==> config.mk <==
export PLATFORM = sky130hd
export DESIGN_NAME = am_class_argmax
export DESIGN_NICKNAME = d
export VERILOG_FILES = /design/src/rtl/hdc_pkg.sv /design/src/rtl/am_top2_update.sv /design/src/rtl/am_class_argmax.sv
export SDC_FILE = /design/constraint.sdc
export NUM_CORES = 1
export LEC_CHECK = 0
export BUFFER_PORTS_ARGS = -buffer_cell sky130_fd_sc_hd__buf_4
export CELL_PAD_IN_SITES_DETAIL_PLACEMENT = 1
export CELL_PAD_IN_SITES_GLOBAL_PLACEMENT = 2
export CORE_UTILIZATION = 23
export DETAILED_ROUTE_END_ITERATION = 8
export HOLD_SLACK_MARGIN = 0.1
export PLACE_DENSITY_LB_ADDON = 0.12
export SETUP_SLACK_MARGIN = 0.4
export SLEW_MARGIN = 20
export SYNTH_ARGS = -nofsm -noshare
export SYNTH_HDL_FRONTEND = slang
export SYNTH_SLANG_ARGS = --single-unit
==> constraint.sdc <==
create_clock -name clk -period 5.05 [get_ports clk]
set_input_delay 0.2525 -clock clk [delete_from_list [all_inputs] [get_ports clk]]
set_output_delay 0.2525 -clock clk [all_outputs]
set_load 0.03 [all_outputs]
==> src/rtl/hdc_pkg.sv <==
// Shared HDC associative-memory constants, score/class types and the argmax FSM encoding.
// Used by the tree adder, the controller and the class argmax tracker.
package hdc_pkg;

  localparam int NUM_CLASSES = 26;
  localparam int SIM_W       = 13;
  localparam int CLASS_W     = $clog2(NUM_CLASSES);
  localparam int COUNT_W     = $clog2(NUM_CLASSES + 1);

  typedef logic [SIM_W-1:0]   sim_t;
  typedef logic [CLASS_W-1:0] class_t;
  typedef logic [COUNT_W-1:0] count_t;

  typedef enum logic [1:0] {
    IDLE = 2'd0,
    SCAN = 2'd1,
    DONE = 2'd2
  } argmax_state_e;

  function automatic logic class_in_range(input class_t cls);
    return cls < class_t'(NUM_CLASSES);
  endfunction

endpackage

==> src/rtl/am_top2_update.sv <==
// Combinational top-2 tracker step: folds one new (score, class) beat into the
// current best / best_class / second, keeping the earlier class on ties.
module am_top2_update
  import hdc_pkg::*;
(
  input  logic   first,
  input  sim_t   best,
  input  class_t best_class,
  input  sim_t   second,
  input  sim_t   value,
  input  class_t cls,
  output sim_t   best_next,
  output class_t best_class_next,
  output sim_t   second_next
);

  always_comb begin
    best_next       = best;
    best_class_next = best_class;
    second_next     = second;
    // The first beat claims best even at score 0 so best_class names a class actually seen.
    if (first) begin
      best_next       = value;
      best_class_next = cls;
    end else if (value > best) begin
      second_next     = best;
      best_next       = value;
      best_class_next = cls;
    end else if (value > second) begin
      second_next     = value;
    end
  end

endmodule

==> src/rtl/am_class_argmax.sv <==
// Scans one similarity score per class and reports the winning class, its score
// and the margin over the runner-up; flags protocol violations in a sticky err.
module am_class_argmax
  import hdc_pkg::*;
(
  input  logic               clk,
  input  logic               rst,
  input  logic               start,
  input  logic               sim_valid,
  input  logic [SIM_W-1:0]   sim_value,
  input  logic [CLASS_W-1:0] sim_class,
  input  logic               sim_last,
  output logic               busy,
  output logic               done,
  output logic               result_valid,
  output logic [CLASS_W-1:0] best_class,
  output logic [SIM_W-1:0]   best_score,
  output logic [SIM_W-1:0]   margin,
  output logic               err
);

  argmax_state_e state_reg, state_next;

  sim_t   best_reg, second_reg, margin_reg;
  class_t best_class_reg;
  count_t count_reg;
  logic   err_reg, done_reg;

  logic   clear, accept, err_set, enter_done;
  sim_t   best_upd, second_upd;
  class_t best_class_upd;

  am_top2_update u_top2 (
    .first           (count_reg == '0),
    .best            (best_reg),
    .best_class      (best_class_reg),
    .second          (second_reg),
    .value           (sim_value),
    .cls             (sim_class),
    .best_next       (best_upd),
    .best_class_next (best_class_upd),
    .second_next     (second_upd)
  );

  always_ff @(posedge clk or posedge rst) begin
    if (rst) begin
      state_reg <= IDLE;
    end else begin
      state_reg <= state_next;
    end
  end

  always_comb begin
    state_next = state_reg;
    clear      = 1'b0;
    accept     = 1'b0;
    err_set    = 1'b0;
    enter_done = 1'b0;
    // start overrides everything, including a beat presented in the same cycle.
    if (start) begin
      state_next = SCAN;
      clear      = 1'b1;
    end else begin
      case (state_reg)
        IDLE: begin
          err_set = sim_valid;
        end
        SCAN: begin
          if (sim_valid) begin
            if (class_in_range(sim_class)) begin
              accept = 1'b1;
            end else begin
              err_set = 1'b1;
            end
            if (sim_last) begin
              state_next = DONE;
              enter_done = 1'b1;
              // count+1 != NUM_CLASSES; count saturates at NUM_CLASSES so no wrap.
              if (count_reg != count_t'(NUM_CLASSES - 1)) begin
                err_set = 1'b1;
              end
            end
          end
        end
        DONE: begin
          err_set = sim_valid;
        end
        default: begin
          state_next = IDLE;
        end
      endcase
    end
  end

  always_ff @(posedge clk or posedge rst) begin
    if (rst) begin
      best_reg       <= '0;
      best_class_reg <= '0;
      second_reg     <= '0;
      margin_reg     <= '0;
      count_reg      <= '0;
      err_reg        <= 1'b0;
      done_reg       <= 1'b0;
    end else begin
      done_reg <= enter_done;
      if (clear) begin
        best_reg       <= '0;
        best_class_reg <= '0;
        second_reg     <= '0;
        margin_reg     <= '0;
        count_reg      <= '0;
        err_reg        <= 1'b0;
      end else begin
        if (accept) begin
          best_reg       <= best_upd;
          best_class_reg <= best_class_upd;
          second_reg     <= second_upd;
          margin_reg     <= best_upd - second_upd;
          if (count_reg != count_t'(NUM_CLASSES)) begin
            count_reg <= count_reg + 1'b1;
          end
        end
        if (err_set) begin
          err_reg <= 1'b1;
        end
      end
    end
  end

  assign busy         = (state_reg == SCAN);
  assign result_valid = (state_reg == DONE);
  assign done         = done_reg;
  assign best_class   = best_class_reg;
  assign best_score   = best_reg;
  assign margin       = margin_reg;
  assign err          = err_reg;

endmodule
==> flow_summary.yaml <==
final_layout:
  nNetsFinal: 584
  area_growth_pct: 22.9
  fin_util_pct: 28.9
  final_common_cell: "buf_4"
  stdcell_count: 739
  layout_common_cells: "buf_4, nand2_1, dfrtp_1, ha_1, inv_1"
  layout-drive-gt1-share_pct: 19.7
  num_antenna_cells: 0
  nFillCells: 1952
run_status:
  status: "finished, final reports clean"
drt:
  wl_um: 12900
  post_drt_wl_per_cell_um: 17.4
  viasPerCell: 4.84
  drc: 0
  drtIter0Drc: 113
  dr_total_vias: 3579
  firstDrtPassIters: 4
  ant_nets: 0
clocking:
  h-tree-depth: 2
  clk_path_buf_depth: 2
  clkTransAtPathRegs_ns: 0.07
  cts_tree: "yes"
  hold_buffers: 0
  cts-root-buf: "clkbuf_16"
  clock_latency_ns: 0.31
  cts_made_buffers: 5
  cts_sinks: 53
power:
  p_leak_nw: 2.09
  p_sw_w: 0.000589
  seqPwrFrac_pct: 33.2
  p_int_w: 0.000883
  powerDensity_mw_per_mm2: 308
  peakVddDrop_uv: 134
  comb_power_share_pct: 41.8
  swShare_pct: 40.0
  clock_power_share_pct: 25.0
sta:
  period_share_pct: 85.7
  final_hold_viol_count: 0
  maxSlewViolCount: 0
  finalWorstSetupSlack_ns: 0.724
  max_slew_margin_pct: 31.7
  finalSetupTns_ns: 0
  finClkSkew_ns: 0.00966
  tightest_slew_ns: 1.02
  finalHoldWorstSlack_ns: 0.176
  setup_viol: 0
  rsz0062_at_grt: "true"
  clock.fmax_mhz: 231
  period_minus_slack_ns: 4.33
synth:
  synth-edff-count: 0
  syn-cell-area_mm2: 0.00389
  syn-num-nets: 530
  synthesis.instances: 464
  synthArstFlopShare_pct: 100
  ys_ff_latch: 53
  yosysUniqueCellTypes: 58
  synth-main-ff-cell: "dfrtp_1"
  yosys_warnings: 0
  syn_area_per_cell_um2: 8.38
  ys_seq_area_share_pct: 34.1
setup_path:
  cpPeakStageDelay_ns: 0.43
  cp_cell_sequence: "inv_1 > ha_1 > and4_1 > nand3_1 > a31o_4 > a31oi_4 > a21oi_1 > or2_1 > buf_4 > a22o_1 > ha_1 > inv_1 > a21oi_1 > o21ai_0 > buf_4 > a211oi_4 > o31ai_2 > or4_1 > nand3_1"
  critical_path_arrival_ns: 4.57
  crit_type: "flip-flop to flip-flop"
  end_kind: "flip-flop"
  slowest_stage: "dfrtp_2"
  start_kind: "flip-flop"
  crit_required_ns: 5.30
  worstPathMaxFanout: 9
die:
  coreArea_mm2: 0.0165
  start_util_pct: 23.5
  rows: 47
  fp.dieArea_mm2: 0.0174
  io_pins: 58
  die_h_um: 132
  fp.dieW_um: 132
place:
  hpwl_um: 9270
  port_buffers: 57
  place_congestion: 0.771
  pre_cts_slack_ns: 0.338
  placed_cells: 729
job:
  cap_violations: 0
grt:
  antenna_found_initial: 0
  grt_pass1_wl_um: 21100
  grt_overflow: 0
  grtUsageTotal_pct: 15.6
  grt_max_degree: 58
  grt_pass1_vias: 3771
min_path:
  min_path_type: "input pin to asynchronous set/reset pin"
## layout make-up
type	count	area [µm²]	area share, %
timing repair buffer	69	518	10.8
tap	220	275	5.76
clock inverter	2	15.0	0.314
multi-input combinational	347	2360	49.3
clock buffer	6	129	2.70
sequential	53	1330	27.8
inverter	42	158	3.30
## cell usage after synthesis (all sizes together), types with 2 or more instances
library cell   n  area, µm²
nand2         68        255
dfrtp         53       1330
ha            42        526
inv           42        158
a21oi         38        190
nor2          36        138
o21ai         21        109
clkbuf        17       63.8
nand3         17       85.1
a211oi        12       90.1
o22ai         11       68.8
a22oi          8       60.1
and3           6       37.5
nor2b          6       37.5
a21o           5       37.5
a22o           5       43.8
buf            5       37.5
nand3b         5       37.5
or3            5       31.3
xnor2          5       43.8
mux2           4       45.0
nand4          4       25.0
nor3           4       20.0
xor2           4       35.0
a31oi          3       33.8
and4           3       28.8
o211ai         3       22.5
o21a           3       22.5
a21boi         2       15.0
a311oi         2       23.8
a31o           2       35.0
mux2i          2       20.0
o221ai         2       17.5
o31ai          2       15.0
or2            2       12.5
## routing by layer
metal  up-vias  GRT usage [%]  routed length, µm
met3         6           2.65                448
met2        59           26.1               6090
met4         0           3.29                113
li1       1746              -                  -
met5         -              0                  0
met1      1768           21.0               6210
## critical path, delay by kind of cell (launching register included)
kind | cells | cell delay (ns)
compound gates | 8 | 1.50
fa+ha+maj | 2 | 0.60
flops | 1 | 0.43
buf+inv | 4 | 0.52
simple gates | 5 | 1.18
## power groups by stage
stage / clock [W] / combinational, W / sequential [W]
final: 0.000367 / 0.000616 / 0.000489
after global routing: 0.000393 / 0.000688 / 0.000496
after CTS: 0.000383 / 0.000610 / 0.000490
after detailed placement: 0 / 0.000605 / 0.000498
after global placement: 0 / 0.000604 / 0.000497
after floorplan: 0 / 0.000346 / 0.000543
## worst paths after layout
kind / start / end / slack [ns] / cells past startpoint
setup / recovery: best_score[12]$_DFFE_PP0P_ / margin[11]$_DFFE_PP0P_ / 0.72 / 19
hold / removal: rst / err$_DFFE_PP0P_ / 0.18 / 3
setup reg to reg: best_score[12]$_DFFE_PP0P_ / margin[11]$_DFFE_PP0P_ / 0.72 / 19
hold reg to reg: err$_DFFE_PP0P_ / err$_DFFE_PP0P_ / 0.50 / 2
max in group asynchronous: rst / best_score[12]$_DFFE_PP0P_ / 4.33 / 3
min in group clk: sim_class[0] / best_class[0]$_DFFE_PP0P_ / 0.19 / 3
## cell families after synthesis
family / count (synthesis) / share of synthesized area (%)
mux: 6 / 1.67
fa+ha+maj: 43 / 14.0
compound gates: 125 / 21.5
buf+inv: 64 / 6.66
simple gates: 164 / 20.0
xor+xnor: 9 / 2.03
flops: 53 / 34.1
## metrics by stage
step / power (W) / cell area, µm²
floorplan: 0.000889 / 3890
global placement: 0.00110 / 4560
detailed placement: 0.00110 / 4560
CTS: 0.00148 / 4710
global route: 0.00158 / 4780
finish: 0.00147 / 4780
## timing repair
item	in CTS	in global routing
setup buffers	0	2
resized for setup	2	12
endpoints found under the setup margin	2	5
pin swaps	0	3
Power figures use the tool's default switching activity.
